===== src/rtl/conv1_buf.sv =====
// conv1_buf: 3x3 sliding-window generator over a raster stream of 1-bit pixels.
// Two line buffers hold the previous rows; the window register doubles as the output.
module conv1_buf #(
    parameter int IMG_WIDTH  = 28,
    parameter int IMG_HEIGHT = 28
) (
    input  logic clk,
    input  logic rst_n,
    input  logic valid_in,
    input  logic pixel_in,
    output logic pixel_0,
    output logic pixel_1,
    output logic pixel_2,
    output logic pixel_3,
    output logic pixel_4,
    output logic pixel_5,
    output logic pixel_6,
    output logic pixel_7,
    output logic pixel_8,
    output logic valid_out_buf,
    output logic img_done
);

    localparam int CW = (IMG_WIDTH  > 1) ? $clog2(IMG_WIDTH)  : 1;
    localparam int RW = (IMG_HEIGHT > 1) ? $clog2(IMG_HEIGHT) : 1;

    logic [CW-1:0]        col;
    logic [RW-1:0]        row;
    logic [IMG_WIDTH-1:0] lb1;
    logic [IMG_WIDTH-1:0] lb2;
    logic [2:0]           w_top;
    logic [2:0]           w_mid;
    logic [2:0]           w_bot;

    logic col_last;
    logic row_last;
    logic win_ok;
    logic up1;
    logic up2;

    assign col_last = (col == CW'(IMG_WIDTH - 1));
    assign row_last = (row == RW'(IMG_HEIGHT - 1));
    assign win_ok   = (row >= RW'(2)) && (col >= CW'(2));
    assign up1      = lb1[col];
    assign up2      = lb2[col];

    always_ff @(posedge clk or negedge rst_n) begin
        if (!rst_n) begin
            col <= '0;
            row <= '0;
        end else if (valid_in) begin
            if (col_last) begin
                col <= '0;
                row <= row_last ? '0 : row + RW'(1);
            end else begin
                col <= col + CW'(1);
            end
        end
    end

    // Same-column shift: row r-1 moves to r-2 as row r lands.
    always_ff @(posedge clk or negedge rst_n) begin
        if (!rst_n) begin
            lb1 <= '0;
            lb2 <= '0;
        end else if (valid_in) begin
            lb1[col] <= pixel_in;
            lb2[col] <= up1;
        end
    end

    // Bit 2 is column c-2, bit 0 is the newest column c.
    always_ff @(posedge clk or negedge rst_n) begin
        if (!rst_n) begin
            w_top <= '0;
            w_mid <= '0;
            w_bot <= '0;
        end else if (valid_in) begin
            w_top <= {w_top[1:0], up2};
            w_mid <= {w_mid[1:0], up1};
            w_bot <= {w_bot[1:0], pixel_in};
        end
    end

    always_ff @(posedge clk or negedge rst_n) begin
        if (!rst_n) begin
            valid_out_buf <= 1'b0;
            img_done      <= 1'b0;
        end else begin
            valid_out_buf <= valid_in && win_ok;
            img_done      <= valid_in && col_last && row_last;
        end
    end

    assign pixel_0 = w_top[2];
    assign pixel_1 = w_top[1];
    assign pixel_2 = w_top[0];
    assign pixel_3 = w_mid[2];
    assign pixel_4 = w_mid[1];
    assign pixel_5 = w_mid[0];
    assign pixel_6 = w_bot[2];
    assign pixel_7 = w_bot[1];
    assign pixel_8 = w_bot[0];

endmodule


===== config.mk =====
export PLATFORM = sky130hd
export DESIGN_NAME = conv1_buf
export DESIGN_NICKNAME = d
export VERILOG_FILES = /design/src/rtl/conv1_buf.sv
export SDC_FILE = /design/constraint.sdc
export NUM_CORES = 1
export LEC_CHECK = 0
export CELL_PAD_IN_SITES_DETAIL_PLACEMENT = 0
export CELL_PAD_IN_SITES_GLOBAL_PLACEMENT = 1
export CORE_ASPECT_RATIO = 0.6
export CORE_MARGIN = 2
export CORE_UTILIZATION = 50
export CTS_BUF_LIST = sky130_fd_sc_hd__clkbuf_8 sky130_fd_sc_hd__clkbuf_16
export CTS_CLUSTER_SIZE = 12
export DETAILED_ROUTE_END_ITERATION = 6
export PLACE_DENSITY_LB_ADDON = 0.1
export SKIP_LAST_GASP = 1
export SYNTH_ARGS = -nofsm -noshare
export SYNTH_HDL_FRONTEND = slang
export SYNTH_SLANG_ARGS = --single-unit
export TNS_END_PERCENT = 100

===== constraint.sdc =====
create_clock -name clk -period 2.65 [get_ports clk]
set_clock_uncertainty 0.1 [all_clocks]
set_input_delay 0.53 -clock clk [delete_from_list [all_inputs] [get_ports clk]]
set_output_delay 0.53 -clock clk [all_outputs]
set_load 0.03 [all_outputs]

* Yosys cells after proc, flatten, opt, wreduce, memory -nomap -nowiden
Cells that the tools add are included.
** Operators by class
- $lt $le $gt $ge :: 4
- Eq/ne operators :: 2
- Reductions and logical operators :: 6
- $add $sub $neg :: 2
- Mux-type cells :: 10
** Operators with widths (count)
- 28-bit bitwise mux :: 2
- 5-bit by 1-bit adder with 5-bit output (second input constant) :: 2
- 1-bit binary-select mux with 5-bit select :: 2
- 5-bit == test (second input constant) :: 2
- 5-bit by 2-bit greater-or-equal comparator with 1-bit output (second input constant) :: 2
- 5-bit 2-to-1 mux :: 2
- 5-bit by 6-bit less-than comparator with 1-bit output (second input constant) :: 1
- 1-bit demux with 5-bit select :: 1
- 5-bit by 1-bit greater-or-equal comparator with 1-bit output (second input constant) :: 1
- 1-bit logical AND :: 5
- 1-bit 2-to-1 mux :: 3
- 2-bit AND reduction :: 1
** Storage, ports and cells
- Register bits after elaboration :: 77
- Bits of input ports :: 4
- Logic and storage cells :: 33
- Output and inout bits :: 11

* Depth between registers and ports, before layout
Gate-level depths: netlist of the first run.
- Depth after elaboration :: 5
- Depth in mapped cells :: 7
- Depth with buffers taken out :: 5

* Worst setup path after synthesis of the first run
No wires, ideal clock.
- Path kind :: register to register
- Start point :: register col[0]
- End point :: register w_top[0]
- Required time :: 2.396 ns
- Setup slack :: 0.646 ns
- Library setup time :: 0.154 ns
- Period minus slack after synthesis :: 2.004 ns
- Arrival time :: 1.751 ns
- Buffers on the path :: 2
- Stages on the path, launching flop included :: 7
- Cells stage by stage :: dfrtp_1 buf_6 buf_4 mux4_2 nor2b_1 a2111oi_2 a41oi_1
** Between the ends
- Word-level cells in the longest chain between the ends :: 2
** Ends and longest elaborated chain
- start: declaration :: RTL line 27 : logic [CW-1:0] col;
- start signal: assignment :: RTL line 56 : col <= col + CW'(1);
- 1-bit binary-select mux with 5-bit select :: RTL line 45 : assign up2 = lb2[col];
- 1-bit 2-to-1 mux (implied by the code) :: RTL line 45
- end signal: assignment :: RTL line 79 : w_top <= {w_top[1:0], up2};
- end: declaration :: RTL line 31 : logic [2:0] w_top;
Every way passes these cells. The select of a mux whose other input is x is not followed.
A chain may end at the register's enable or synchronous reset.

* Worst setup path in the final report of the first run
- Start point :: register col[0]
- End point :: register lb2[4]
** Between the ends
- Word-level cells in the longest chain between the ends :: 5
- Elaborated cells between the ends (all ways) :: 8
- Those cells by class :: order compare: 2; mux: 5; reduce/logical: 1
** Ends and longest elaborated chain
- 5-bit by 6-bit less-than comparator with 1-bit output (implied by the code) or 5-bit by 1-bit greater-or-equal comparator with 1-bit output (tied branches) :: RTL line 68 : lb2[col] <= up1;
- 1-bit logical AND (implied by the code) :: RTL line 68
- 1-bit 2-to-1 mux (implied by the code) :: RTL line 68
- 1-bit demux with 5-bit select :: RTL line 68
- 28-bit bitwise mux * :: RTL line 68
- end signal: indexed assignment :: RTL line 68
- end: declaration :: RTL line 30 : logic [IMG_WIDTH-1:0] lb2;
Every way passes the cells marked *; elsewhere a longest branch is shown, timed or not. The select of a mux whose other input is x is not followed.

==> metrics.md, run 1 <==
| Metric | Value |
|---|---|
| Final number of hold-violating endpoints | 0 |
| Row count | 24 |
| DRC | 0 |
| Post-layout min period | 2.333 ns |
| Largest cells by area after synthesis | dfrtp_1 (52%), mux2_2 (17%), mux4_2 (7.3%) |
| Yosys warning total | 0 |
| Pre-antenna DRT Iters | 5 |
| Drt total wl | 7.770 mm |
| Most frequent cell after synthesis | dfrtp_1 |
| Post-CTS Setup Repair Bufs | 0 |
| Final ANT Viol Nets | 0 |
| Drt initial violations | 121 |
| # diodes | 0 |
| Die width | 115.0 um |
| Max Cap Viol | 0 |
| Maximum vdd drop | 0.5271 mV |
| Crit start category | flop |
| Gp weighted congestion | approximately 0.83 |
| I/O pin total | 15 |
| Post-synth top area cell | dfrtp_1 |
| Layout net count | 316 |
| Run status | complete, no violations |
| Synthesized area | 3699 um2 |
| Via count | 2,289 |
| Largest net degree at the start of global routing | 47 |
| Sum of negative setup slack | 0 ns |
| Crit-path max FO | 10 |
| Area of the multi-input gates | 1669 um2 |
| CTS tree | built |
| Sink Count | 77 |
| Rel. slew slack | 39.13% |
| Ratio of final minimum period to clock period | 88.03% |
| Highest metal used | met4 |
| H-tree levels | 3 |
| Top FF cell, synth | dfrtp_1 |
| WP data arrival | 2.45 ns |
| Leakage | between 1.5 and 2 nW |
| Total nets after synthesis | slightly below 300 |
| GRT Util Overall | 21.82% |
| RSZ-0062 raised after global routing | no |
| Met2 wire len | between 3 and 4 mm |
| Hold Buf Count CTS | 0 |
| Number of global-route vias before repair | 2,275 |
| Port bufs | 14 |
| Asr flop ratio synth | 100.0% |
| Final hold slack | about 0.11 ns |
| Nature of the critical path endpoint | flop |
| Synth cell count leaders | dfrtp_1 (77), mux2_2 (57), nor2_1 (33) |
| Dpl hpwl | 5.434 mm |
| Slew @ Worst Pin | 0.9031 ns |
| Vias per inst | 5.708 |
| First-pass GRT wire length | 12.89 mm |
| XOR/XNOR Fraction of Synth Area | 0.9472% |
| Avg Inst Size Synth | 13.26 um2 |
| Proportion of layout cells with a drive suffix above 1 | 36.77% |
| Synth Area in Compound Gates | 3.654% |
| Core Region | approximately 7000 um2 |
| Clock Root Buffer | clkbuf_16 |
| Largest family of logic cells by synthesized area | multiplexers |
| Yosys top cell area share | between 50% and 60% |
| Vert. Die Dim | between 70 and 80 um |
| Post-cts sizing count | 0 |
| Mux cell area share after synthesis | 28.59% |
| Grt total ovfl | 0 |
| Sequential-to-total area share from yosys stat | between 50% and 60% |
| HP Class | input pin to async pin |
| PwrDens | 1103 nW/um2 |
| Initial Util | 51.32% |
| FF+latch count, synth | 77 |
| Fmax | 0.4287 GHz |
| Die Footprint | 8124 um2 |
| Met1 wire length | slightly above 4 mm |
| Synth Area in Simple Gates | 9.912% |
| DR WL/cell | 19.38 um |
| Initial antenna violation count | 0 |
| Max Slew Vio Count | 0 |
| # fillers | 609 |
| Total CTS buffers | 9 |
| CTS max path bufs | 2 |
| Number of library cell types mapped by synthesis | about 40 |
| Clk slew on worst S/H paths | around 0.060 ns |
| Mapped Cells | 279 |
| Skew-Pair Late Insertion Delay | 0.34 ns |
| Critical path class | flop to flop |
| Adder-cell share of the synthesized area | under 10% |
| FF+latch area | 1927 um2 |
| Metal3 WL | 479 um |
| P&R area growth vs syn | 15.93% |
| Crit path required time | 2.77 ns |
| Setup violators final | 0 |
| Post-synth EDFFs | 0 |
## critical path, cell delays in order, from the launching register on
cell and delay [ns]:
dfrtp_1 0.58, mux4_2 0.56, a32oi_1 0.24, o41ai_2 0.22
buf_4 0.24, mux2_2 0.27
## kinds of logic after synthesis
| logic type | after synthesis |
|---|---|
| adder cells (fa/ha/maj) | 6 |
| AND/OR/NAND/NOR | 76 |
| AO/OA/AOI/OAI | 17 |
| multiplexers | 79 |
| buffers and inverters | 20 |
| XOR/XNOR | 4 |
| flip-flops | 77 |
## state kept, by name, summed over array words and instances (netlist names)
name and cells:
lb1 28, lb2 28, col 5, row 5
w_bot 3, w_mid 3, w_top 3, img_done 1
valid_out_buf 1
## layout make-up
class / count / area share, %
tap: 91 / 2.655
inverter: 5 / 0.4377
timing repair buffer: 31 / 6.186
clock inverter: 4 / 0.9629
sequential: 77 / 44.94
clock buffer: 11 / 5.894
multi-input combinational: 182 / 38.93
## where the power goes
| group | switching [mW] | internal, mW | total (mW) |
|---|---|---|---|
| combinational | 0.829 | 0.866 | 1.69 |
| sequential | 0.273 | 1.56 | 1.83 |
| clock | 0.436 | 0.764 | 1.20 |
| total | 1.54 | 3.19 | 4.73 |
## metrics by stage
step	instances	cell area, um2	util [%]	total power [mW]	worst slack (ns)
3_3_place_gp	386	3994	55.42	3.523	0.2795
5_1_grt	401	4288	59.50	5.006	0.1915
2_1_floorplan	279	3699	-	3.018	0.6457
6_report	401	4288	59.50	4.729	0.3173
3_5_place_dp	386	3994	55.42	3.542	0.3048
4_1_cts	401	4288	59.50	4.770	0.3367
## layer usage
layer / global-route usage, % / vias up
met3: 7.712 / 11
met5: 0 / -
met2: 28.37 / 60
met4: 7.363 / 0
li1: - / 1063
met1: 33.75 / 1155
## final timing paths
path | depth (start not counted) | slack, ns | from | to
setup / recovery | 5 | 0.32 | col[0] | lb2[4]
hold / removal | 1 | 0.11 | rst_n | lb1[20]
setup reg to reg | 5 | 0.32 | col[0] | lb2[4]
hold reg to reg | 1 | 0.40 | lb1[1] | lb1[1]
max in group asynchronous | 2 | 1.71 | rst_n | w_top[1]
min in group clk | 1 | 0.40 | lb1[1] | lb1[1]
## cells in the final DEF, fill, tap and decap left out, types with 3 or more instances in the layout
cell / count
inv_1: 8
nor2_1: 33
nor2b_1: 5
ha_1: 6
mux2_2: 57
nor3_1: 4
buf_4: 18
nand2_1: 12
o21ai_0: 4
mux4_2: 12
dfrtp_1: 77
clkdlybuf4s50_1: 13
nand3b_1: 3
nand3_1: 4
mux2_4: 9
clkbuf_16: 9
xnor2_1: 3
nand2b_1: 4
No activity file was read; power rests on OpenSTA's default activity.
==> run 2, diff against run 1 <==
--- a/config.mk
+++ b/config.mk
@@ -8,12 +8,11 @@
 export CELL_PAD_IN_SITES_DETAIL_PLACEMENT = 0
 export CELL_PAD_IN_SITES_GLOBAL_PLACEMENT = 1
 export CORE_ASPECT_RATIO = 0.6
-export CORE_MARGIN = 2
 export CORE_UTILIZATION = 50
 export CTS_BUF_LIST = sky130_fd_sc_hd__clkbuf_8 sky130_fd_sc_hd__clkbuf_16
 export CTS_CLUSTER_SIZE = 12
 export DETAILED_ROUTE_END_ITERATION = 6
-export PLACE_DENSITY_LB_ADDON = 0.1
+export PLACE_DENSITY_LB_ADDON = 0.25
 export SKIP_LAST_GASP = 1
 export SYNTH_ARGS = -nofsm -noshare
 export SYNTH_HDL_FRONTEND = slang
==> metrics.md, run 2 (synthesis gave the netlist of run 1 again) <==
| Metric | Value |
|---|---|
| Dpl hpwl | 5.162 mm |
| Worst Path Buf+Inv | 2 |
| Post-cts sizing count | 0 |
| Critical path class | flop to flop |
| # diodes | 0 |
| DP Area | 3984 um2 |
| Design Area, Final | about 4300 um2 |
| Initial antenna violation count | 0 |
| Pre-antenna DRT Iters | 4 |
| DR WL/cell | 19.36 um |
| Clock Root Buffer | clkbuf_16 |
| Number of global-route vias before repair | 2,383 |
| Drt initial violations | 121 |
| Met1 usage | around a third |
| RSZ-0062 raised after global routing | no |
| Slew @ Worst Pin | 0.8443 ns |
| CTS tree | built |
| Critical-path top delay cell | o41ai_2 |
| Total CTS buffers | 9 |
| I/O pin total | 15 |
| Reg2Reg Setup Slack | 0.34 ns |
| Setup violators final | 0 |
| Drt total wl | 7.610 mm |
| Most frequent cells in the layout | dfrtp_1 (77), mux2_2 (57), nor2_1 (33) |
| Proportion of layout cells with a drive suffix above 1 | 36.27% |
| Row count | 23 |
| Post-CTS Setup Repair Bufs | 0 |
| Max incr delay on CP | 0.70 ns |
| Run status | complete, no violations |
| Initial Util | 53.55% |
| GRT Util Overall | between 20% and 30% |
| Vert. Die Dim | 68.62 um |
| Final worst slack | between 0.3 and 0.4 ns |
| Final ANT Viol Nets | 0 |
| H-tree levels | 3 |
| Clk slew on worst S/H paths | 0.06 ns |
| Crit path required time | roughly 2.8 ns |
| Max Cap Viol | 0 |
| Gp weighted congestion | 0.7858 |
| Ratio of final minimum period to clock period | 87.07% |
| Most common cell after layout, fill and taps aside | dfrtp_1 |
| CP cell instances | buf_4, nand2b_1, o22ai_1, o41ai_2, buf_4, mux2_2 |
| Largest net degree at the start of global routing | 40 |
| Post-layout min period | approximately 2.3 ns |
| CP delay by family, top | compound AO/OA/AOI/OAI gates |
| Layout net count | about 310 |
| Sum of negative setup slack | 0 ns |
| Vias per inst | 5.784 |
| Crit-path max FO | 12 |
| DRC | 0 |
| Grt met2 use | between 30% and 40% |
| Met3 Track Usage GR | 6.643% |
| CTS max path bufs | 2 |
| Grt total ovfl | 0 |
| Nature of the critical path endpoint | flop |
| Die width | 113.0 um |
| Tot Pwr | roughly 4.7 mW |
| WP data arrival | 2.48 ns |
| PwrDens | 1097 nW/um2 |
| Via count | roughly 2,300 |
| P&R area growth vs syn | 15.26% |
| Final hold slack | about 0.072 ns |
| First-pass GRT wire length | 12.92 mm |
| Maximum vdd drop | 0.4875 mV |
| Rel. slew slack | 43.72% |
| Most used cell, CP | buf_4 |
| Fmax | 0.4334 GHz |
| Final number of hold-violating endpoints | 0 |
| GR peak layer | met1 |
| Crit start category | flop |
| Biggest regs | lb1 x28, lb2 x28 |
| Port bufs | 14 |
| Leakage | 1.922 nW |
| Pre-CTS setup slack | 0.2629 ns |
| Core Region | 6907 um2 |
| Max Slew Vio Count | 0 |
| Die Footprint | roughly 7800 um2 |
| HP Class | input pin to async pin |
| Sink Count | 77 |
| Skew-Pair Late Insertion Delay | around 0.34 ns |
| Hold Buf Count CTS | 0 |
[run 2: cell count changes in the layout (fill, tap and decap cells not counted)]
cell       change
buf_4          -6
buf_12         +2
bufinv_16      -1
clkbuf_8       +1
clkinv_2       +1
inv_1          -1
[run 2: report_power, final]
| group | switching, mW | internal [mW] | total (mW) | leakage [nW] |
|---|---|---|---|---|
| Combinational | 0.825 | 0.868 | 1.69 | 0.761 |
| Clock | 0.449 | 0.697 | 1.15 | 0.147 |
| Sequential | 0.279 | 1.56 | 1.84 | 1.01 |
| Total | 1.55 | 3.12 | 4.68 | 1.92 |
[run 2: layout make-up]
| cell class | count | area [um2] |
|---|---|---|
| inverters | 5 | 18.77 |
| multi-input cells | 182 | 1669 |
| clock buffers | 12 | 266.5 |
| well taps | 87 | 108.9 |
| repair buffers | 27 | 260.3 |
| fillers | 530 | 2644 |
| clock inverters | 3 | 12.51 |
| flip-flops and latches | 77 | 1927 |
[run 2: path summary, 6_finish.rpt]
| check | start | end | cells past startpoint |
|---|---|---|---|
| setup / recovery | col[0] | lb2[5] | 6 |
| max in group asynchronous | rst_n | lb2[12] | 2 |
| hold / removal | rst_n | col[2] | 1 |
| hold reg to reg | lb1[3] | lb1[3] | 1 |
| setup reg to reg | col[0] | lb2[5] | 6 |
| min in group clk | lb1[3] | lb1[3] | 1 |
[run 2: through the flow]
stage | instances | util [%]
3_3_place_gp | 378 | 57.68
6_report | 393 | 61.72
2_1_floorplan | 279 | -
4_1_cts | 393 | 61.72
5_1_grt | 393 | 61.72
3_5_place_dp | 378 | 57.68
[run 2: worst reg2reg max path: cells and delay by family, from the launching register on]
family | cells | cell delay [ns]
mux | 1 | 0.18
simple gates | 1 | 0.13
compound gates | 2 | 0.78
flops | 1 | 0.49
buf+inv | 2 | 0.57
[run 2: routing by layer]
layer  share of wire [%]  wire length, um
met1                  52             3923
met2                  42             3178
met3                 5.9              449
met4                0.78               59
met5                   0                0
